<file path="src/rtl/uart_apb_cmd_ctrl.sv">
`timescale 1ns/1ps
// uart_apb_cmd_ctrl
//   Turns byte frames from a UART receiver into single APB transfers and
//   returns a status/data response on the UART transmit byte interface.
//     Write frame : 0x57, ADDR, D0, D1, D2, D3  -> 0x06 (OK) / 0x15 (pslverr)
//     Read frame  : 0x52, ADDR                  -> 4 data bytes + 0x06 / 0x15
//   paddr = zero-extended {ADDR, 2'b00}.
//
// Ports
//   bb_clk_in          system clock
//   key0               asynchronous active-low reset
//   rx_valid/rx_data   received byte strobe (no backpressure)
//   tx_data/tx_valid/  response byte stream, valid held until tx_ready
//   tx_ready
//   paddr/psel/penable/pwrite/pwdata/prdata/pready/pslverr   APB master
//   busy               high whenever the sequencer is not idle
//   frame_err          one-cycle pulse on timeout, bad opcode or dropped byte
//
// Build option
//   UART_CMD_PREADY_TO_EN : abort an APB access after PREADY_TIMEOUT cycles
//                           without pready and answer 0x15.
module uart_apb_cmd_ctrl #(
  parameter int PADDR_W        = 12,
  parameter int TIMEOUT_CYCLES = 10000,
  parameter int PREADY_TIMEOUT = 255
) (
  input  logic               bb_clk_in,
  input  logic               key0,
  input  logic               rx_valid,
  input  logic [7:0]         rx_data,
  output logic [7:0]         tx_data,
  output logic               tx_valid,
  input  logic               tx_ready,
  output logic [PADDR_W-1:0] paddr,
  output logic               psel,
  output logic               penable,
  output logic               pwrite,
  output logic [31:0]        pwdata,
  input  logic [31:0]        prdata,
  input  logic               pready,
  input  logic               pslverr,
  output logic               busy,
  output logic               frame_err
);

  localparam logic [7:0] CMD_WR = 8'h57;
  localparam logic [7:0] CMD_RD = 8'h52;
  localparam logic [7:0] ACK    = 8'h06;
  localparam logic [7:0] NAK    = 8'h15;

  localparam int                TMO_W    = $clog2(TIMEOUT_CYCLES + 1);
  localparam logic [TMO_W-1:0]  TMO_LAST = TMO_W'(TIMEOUT_CYCLES - 1);

  typedef enum logic [2:0] {
    S_IDLE,
    S_GET_ADDR,
    S_GET_DATA,
    S_APB_SETUP,
    S_APB_ACCESS,
    S_SEND
  } state_e;

  state_e             state_q, state_d;
  logic               pwrite_q, pwrite_d;
  logic [7:0]         addr_q, addr_d;
  logic [31:0]        pwdata_q, pwdata_d;
  logic [1:0]         bcnt_q, bcnt_d;
  logic [TMO_W-1:0]   tmo_q, tmo_d;
  // Response bytes, byte 0 in bits [7:0]; rlen is the byte count to send.
  logic [39:0]        resp_q, resp_d;
  logic [2:0]         rlen_q, rlen_d;
  logic [2:0]         ridx_q, ridx_d;
  logic               ferr_q, ferr_d;

`ifdef UART_CMD_PREADY_TO_EN
  localparam int               PTO_W    = $clog2(PREADY_TIMEOUT + 1);
  localparam logic [PTO_W-1:0] PTO_LAST = PTO_W'(PREADY_TIMEOUT - 1);
  logic [PTO_W-1:0]   pto_q, pto_d;
`endif

  always_ff @(posedge bb_clk_in or negedge key0) begin
    if (!key0) begin
      state_q  <= S_IDLE;
      pwrite_q <= 1'b0;
      addr_q   <= '0;
      pwdata_q <= '0;
      bcnt_q   <= '0;
      tmo_q    <= '0;
      resp_q   <= '0;
      rlen_q   <= '0;
      ridx_q   <= '0;
      ferr_q   <= 1'b0;
`ifdef UART_CMD_PREADY_TO_EN
      pto_q    <= '0;
`endif
    end else begin
      state_q  <= state_d;
      pwrite_q <= pwrite_d;
      addr_q   <= addr_d;
      pwdata_q <= pwdata_d;
      bcnt_q   <= bcnt_d;
      tmo_q    <= tmo_d;
      resp_q   <= resp_d;
      rlen_q   <= rlen_d;
      ridx_q   <= ridx_d;
      ferr_q   <= ferr_d;
`ifdef UART_CMD_PREADY_TO_EN
      pto_q    <= pto_d;
`endif
    end
  end

  always_comb begin
    state_d  = state_q;
    pwrite_d = pwrite_q;
    addr_d   = addr_q;
    pwdata_d = pwdata_q;
    bcnt_d   = bcnt_q;
    tmo_d    = tmo_q;
    resp_d   = resp_q;
    rlen_d   = rlen_q;
    ridx_d   = ridx_q;
    ferr_d   = 1'b0;
`ifdef UART_CMD_PREADY_TO_EN
    pto_d    = pto_q;
`endif

    case (state_q)
      S_IDLE: begin
        if (rx_valid) begin
          if (rx_data == CMD_WR || rx_data == CMD_RD) begin
            pwrite_d = (rx_data == CMD_WR);
            tmo_d    = '0;
            bcnt_d   = '0;
            state_d  = S_GET_ADDR;
          end else begin
            ferr_d  = 1'b1;
            resp_d  = {32'h0, NAK};
            rlen_d  = 3'd1;
            ridx_d  = '0;
            state_d = S_SEND;
          end
        end
      end

      // A byte arriving on the expiry cycle takes priority over the timeout.
      S_GET_ADDR: begin
        if (rx_valid) begin
          addr_d  = rx_data;
          tmo_d   = '0;
          state_d = pwrite_q ? S_GET_DATA : S_APB_SETUP;
        end else if (tmo_q == TMO_LAST) begin
          ferr_d  = 1'b1;
          state_d = S_IDLE;
        end else begin
          tmo_d = tmo_q + 1'b1;
        end
      end

      S_GET_DATA: begin
        if (rx_valid) begin
          pwdata_d[{bcnt_q, 3'b000} +: 8] = rx_data;
          bcnt_d = bcnt_q + 1'b1;
          tmo_d  = '0;
          if (bcnt_q == 2'd3) state_d = S_APB_SETUP;
        end else if (tmo_q == TMO_LAST) begin
          ferr_d  = 1'b1;
          state_d = S_IDLE;
        end else begin
          tmo_d = tmo_q + 1'b1;
        end
      end

      S_APB_SETUP: begin
        ferr_d  = rx_valid;
`ifdef UART_CMD_PREADY_TO_EN
        pto_d   = '0;
`endif
        state_d = S_APB_ACCESS;
      end

      S_APB_ACCESS: begin
        ferr_d = rx_valid;
        if (pready) begin
          ridx_d  = '0;
          state_d = S_SEND;
          if (pslverr) begin
            resp_d = {32'h0, NAK};
            rlen_d = 3'd1;
          end else if (pwrite_q) begin
            resp_d = {32'h0, ACK};
            rlen_d = 3'd1;
          end else begin
            resp_d = {ACK, prdata};
            rlen_d = 3'd5;
          end
        end
`ifdef UART_CMD_PREADY_TO_EN
        else if (pto_q == PTO_LAST) begin
          ferr_d  = 1'b1;
          resp_d  = {32'h0, NAK};
          rlen_d  = 3'd1;
          ridx_d  = '0;
          state_d = S_SEND;
        end else begin
          pto_d = pto_q + 1'b1;
        end
`endif
      end

      S_SEND: begin
        ferr_d = rx_valid;
        if (tx_ready) begin
          if (ridx_q == rlen_q - 3'd1) state_d = S_IDLE;
          else                         ridx_d  = ridx_q + 3'd1;
        end
      end

      default: state_d = S_IDLE;
    endcase
  end

  assign psel      = (state_q == S_APB_SETUP) || (state_q == S_APB_ACCESS);
  assign penable   = (state_q == S_APB_ACCESS);
  assign pwrite    = pwrite_q;
  assign pwdata    = pwdata_q;
  assign paddr     = PADDR_W'({addr_q, 2'b00});
  assign tx_valid  = (state_q == S_SEND);
  assign tx_data   = (state_q == S_SEND) ? 8'(resp_q >> {ridx_q, 3'b000}) : 8'h00;
  assign busy      = (state_q != S_IDLE);
  assign frame_err = ferr_q;

endmodule
</file>
<file path="config.mk">
export PLATFORM = sky130hd
export DESIGN_NAME = uart_apb_cmd_ctrl
export DESIGN_NICKNAME = d
export VERILOG_FILES = /design/src/rtl/uart_apb_cmd_ctrl.sv
export SDC_FILE = /design/constraint.sdc
export NUM_CORES = 1
export LEC_CHECK = 0
export BUFFER_PORTS_ARGS = -buffer_cell sky130_fd_sc_hd__buf_2
export CELL_PAD_IN_SITES_DETAIL_PLACEMENT = 0
export CELL_PAD_IN_SITES_GLOBAL_PLACEMENT = 1
export CORE_ASPECT_RATIO = 1.1
export CORE_MARGIN = 8
export CORE_UTILIZATION = 25
export CTS_BUF_LIST = sky130_fd_sc_hd__clkbuf_8
export CTS_CLUSTER_DIAMETER = 60
export DETAILED_ROUTE_END_ITERATION = 8
export PLACE_DENSITY_LB_ADDON = 0.1
export SYNTH_ARGS = -nofsm -noshare
export SYNTH_HDL_FRONTEND = slang
export SYNTH_SLANG_ARGS = --single-unit
</file>
<file path="constraint.sdc">
create_clock -name bb_clk_in -period 5 [get_ports bb_clk_in]
set_input_delay 0.25 -clock bb_clk_in [delete_from_list [all_inputs] [get_ports bb_clk_in]]
set_output_delay 0.25 -clock bb_clk_in [all_outputs]
set_load 0.01 [all_outputs]
</file>
# After elaboration in Yosys (flattened, before gate mapping)
# Index checks and enable logic that the tools add are counted.
# totals
reg_bits	107
input_bits	46
output_inout_bits	58
# classes
add_sub_neg	5
n_eq_ne	20
shifts	3
mux	45
n_reduce_logical	18
# op_table
op	count
$mux W40	3
$pmux W40 S2	1
$mux W35	2
$mux W3	19
$mux W14	4
$shr A40 B6 Y8	1
$bwmux W32	1
$shift A8 B7 Y32 const A	1
$shiftx A8 B7 Y32	1
$pmux W14 S2	1
$pmux W3 S6	1
$eq A8 B7 Y1 const B	2
$add A14 B1 Y14 const B	1
$eq A14 B14 Y1 const B	1
$reduce_and A4 Y1	3
$ne A2 B2 Y1 const B	5
$pmux W3 S3	1
$mux W8	1
$neg A5 Y7	1
$eq A3 B2 Y1 const B	2
$eq A3 B3 Y1 const B	2
$mux W2	3
$ne A2 B1 Y1 const B	3
$ne A3 B3 Y1 const B	2
20 further kinds	29

# Depth between registers and ports, before layout
# logic_depth
depth_word	5
depth_mapped	9

# Least setup slack after synthesis
# No wires, ideal clock.
# synth_timing
path_kind	register to register
start	register ridx_q[0]
end	register state_q[2]
t_arrival_ns	1.715
required_ns	4.874
setup_slack_ns	3.159
path_stages_with_launch	6
synth_period_minus_slack_ns	1.841
cell_sequence	dfrtp_1 -> or3b_1 -> mux2i_1 -> nor2_1 -> or3_1 -> a221o_1
# synth_via
elab_chain_cells	3
# synth_rtl
element	line_no	text
start, declared	72	logic [2:0] ridx_q, ridx_d;
start signal, assigned	105	ridx_q <= ridx_d;
$eq A3 B3 Y1	214	if (ridx_q == rlen_q - 3'd1) state_d = S_IDLE;
$ne A2 B1 Y1 (no line)	n/a	
$reduce_and A5 Y1 (no line)	n/a	
end signal, assigned	97	state_q <= state_d;
end, declared	63	state_e state_q, state_d;
# Every way passes these cells.
# A chain may end at the register's enable or synchronous reset.

# Worst setup path after layout
# layout_timing
start	register state_q[0]
end	output tx_data[0]
# layout_via
elab_chain_cells	2
# layout_rtl
element	line_no	text
$eq A3 B3 Y1	229	assign tx_data = (state_q == S_SEND) ? 8'(resp_q >> {ridx_q, 3'b000}) : 8'h00;
$mux W8	229	
end, declared	31	output logic [7:0] tx_data,
# Every way passes these cells.

==> results.toml <==
[clock_tree]
cts_tree = "built"
clock-sinks = 98
cts_resized = 0
clock_latency_ps = 380
cts-root-buf = "clkbuf_8"
cts_made_buffers = 9
cts_buffer_depth = 2
htree_levels = 3
cts_setup_buffers = 0
clkSlewWorstSetupHoldPaths_ps = 100

[logic_synthesis]
yosys_most_used_dff = "dfrtp_1"
synthArstFlopShare_pct = 100
avgSynthCellArea_um2 = 9.39
synth_top_area_cell = "dfrtp_1"
yosysMostFrequentCell = "nand2_1"
ys_types = 52
ys_warn_count = 0
synthTopCellsByCount = "nand2_1 (142), dfrtp_1 (98), o21ai_0 (75)"
yosys-top-cells-area = "dfrtp_1 (51%), nand2_1 (11%), o21ai_0 (7.7%), mux4_2 (3.7%), mux2_2 (2.8%)"
synth_area_um2 = 4850
synthCells = 516
synth-edff-count = 0
yosys_register_bits = 98
seq_area_frac_synth_pct = 50.6
synth_top_area_share_pct = 50.6

[worst_setup_path]
arrival_ps = 2570
crit_type = "flop to output port"
crit_path_end_kind = "output port"
start_kind = "flop"
cp_data_required_time_ps = 4750
path_max_fanout = 15

[timing]
fin_setup_tns_ps = 0
clock_skew_ps = 12.8
rsz0062_at_grt = "false"
setup_violations = 0
clock.fmax_ghz = 0.355
worstMarginPinSlew_ps = 1040
fin_crit_ps = 2820
finalMaxSlewViolations = 0
final-hold-violation-count = 0
relSlewSlack_pct = 30.6
hold_ws_ps = 99.2
setup_slack_ps = 2180
fin_crit_sh_pct = 56.4

[power]
p_sw_share_pct = 39.0
peakVddDrop_mv = 0.181
seqPwrFrac_pct = 42.4
power_switching_mw = 1.07
power_mw = 2.75
p_leak_nw = 2.62
p_int_mw = 1.68
p_comb_share_pct = 35.8
clockPowerShare_pct = 21.8
powerDensity_nw_per_um2 = 475

[hold_path]
hp-class = "primary input to flop"

[flow_run]
maxCapViolations = 0

[final_layout]
fin_cells = 854
num-fill-cells = 2064
final_area_um2 = 5790
register_area_um2 = 2450
final_core_util_pct = 30.3
drive_gt1_share_pct = 24.1
multi_input_area_um2 = 2240
area_growth_pct = 19.4
nNetsFinal = 656
n_antenna_cell = 0

[run_status]
run_status = "completed"

[place]
gp_congestion = 0.744
portBuffers = 99
dpl_worst_slack_ps = 2320
dp.cells = 837
placed_area_um2 = 5550
hpwl_um = 10500

[detailed_routing]
first_iter_violations = 241
via_count = 3915
wirelength_um = 14500
viasPerCell = 4.58
wl_per_cell_um = 16.9
first_pass_iters = 6
drc = 0
antenna_left = 0

[grt]
gr-usage-met2_pct = 18.7
antenna_found_initial = 0
grt.busiest_layer = "met2"
met1_usage_pct = 16.8
grt_overflow = 0
grt_util_all_layers_pct = 12.3
grt_max_degree = 55
grt_pass1_wl_um = 23100
grt_pass1_vias = 4018
grt.met3_usage_pct = 3.06

[floorplan]
die_width_um = 149
rows = 53
io_pins = 104
die_h_um = 162
dieArea_um2 = 24100
coreArea_um2 = 19100
start_util_pct = 25.4
## layout by cell type (no fill, tap or decap), types with 2 or more instances in the layout
cell type / instances
nor3b_2: 2
mux2i_1: 2
nor4b_1: 2
buf_2: 98
inv_1: 9
conb_1: 4
ha_1: 8
nor2_1: 17
a41oi_1: 2
buf_4: 4
o31ai_1: 5
nor3_1: 5
nand4_1: 3
o41ai_1: 3
and2_1: 10
or3_1: 6
bufinv_16: 2
mux4_2: 8
and3_1: 4
nand3_1: 5
nor2b_1: 7
or4_1: 4
dfrtp_1: 98
nand2b_1: 7
clkbuf_8: 10
nor3b_1: 3
o21ai_0: 74
nand2_1: 142
a31oi_1: 6
mux2_2: 12
a21oi_1: 18
## metal layers
layer  part of all wire [%]  routed length [µm]
met2                     46                6630
met5                      0                   0
met3                    4.7                 686
met1                     48                6980
met4                    1.0                 147
## registers in the layout, indices dropped and copies added (netlist names)
name	count
frame_err	1
tmo_q	14
pwrite	1
state_q	3
bcnt_q	2
resp_q	32
ridx_q	3
addr_q	8
pwdata	32
rlen_q	2
## power by group through the flow
stage               Sequential (mW)  Combinational [mW]  Clock, mW
floorplan                      1.12               0.713          0
global placement               1.19                1.00          0
detailed placement             1.19                1.00          0
CTS                            1.17                1.00      0.620
global route                   1.20                1.11      0.657
finish                         1.17               0.984      0.598
## critical path: stages (launching register included)
cell and delay [ps]:
dfrtp_1 660, nand2b_1 220, or2_2 410, nor2_1 500, and2_1 250, buf_2 140
## what timing repair did
action,in CTS,in global routing
hold endpoints to repair,53,0
hold buffers,1,0
endpoints found under the setup margin,0,0
## logic make-up after synthesis
| group | share of synthesized area [%] |
|---|---|
| xor gates and xnor gates | 0.516 |
| buffers and inverters | 3.79 |
| muxes | 6.92 |
| and+or+nand+nor | 22.0 |
| DFF | 50.6 |
| adders and majority gates | 2.07 |
| AOI/OAI and AO/OA | 14.1 |
| other | 0.0774 |
## cell type report
cell class | count | area share [%]
Multi-Input combinational cell | 382 | 38.7
Clock buffer | 10 | 2.38
Inverter | 8 | 0.519
Tap cell | 247 | 5.34
Clock inverter | 6 | 1.54
Timing Repair Buffer | 103 | 9.17
Sequential cell | 98 | 42.4
## final timing paths
check                           start          to  slack (ps)  depth (start not counted)
min in group asynchronous        key0   pwdata[7]         470                          2
hold / removal             prdata[22]  resp_q[22]         100                          3
setup / recovery           state_q[0]  tx_data[0]        2180                          5
hold reg to reg            pwdata[17]  pwdata[17]         480                          2
setup reg to reg           state_q[2]   rlen_q[2]        2320                          5
max in group asynchronous        key0  resp_q[29]        3380                          3
(Power assumes the default switching activity.)
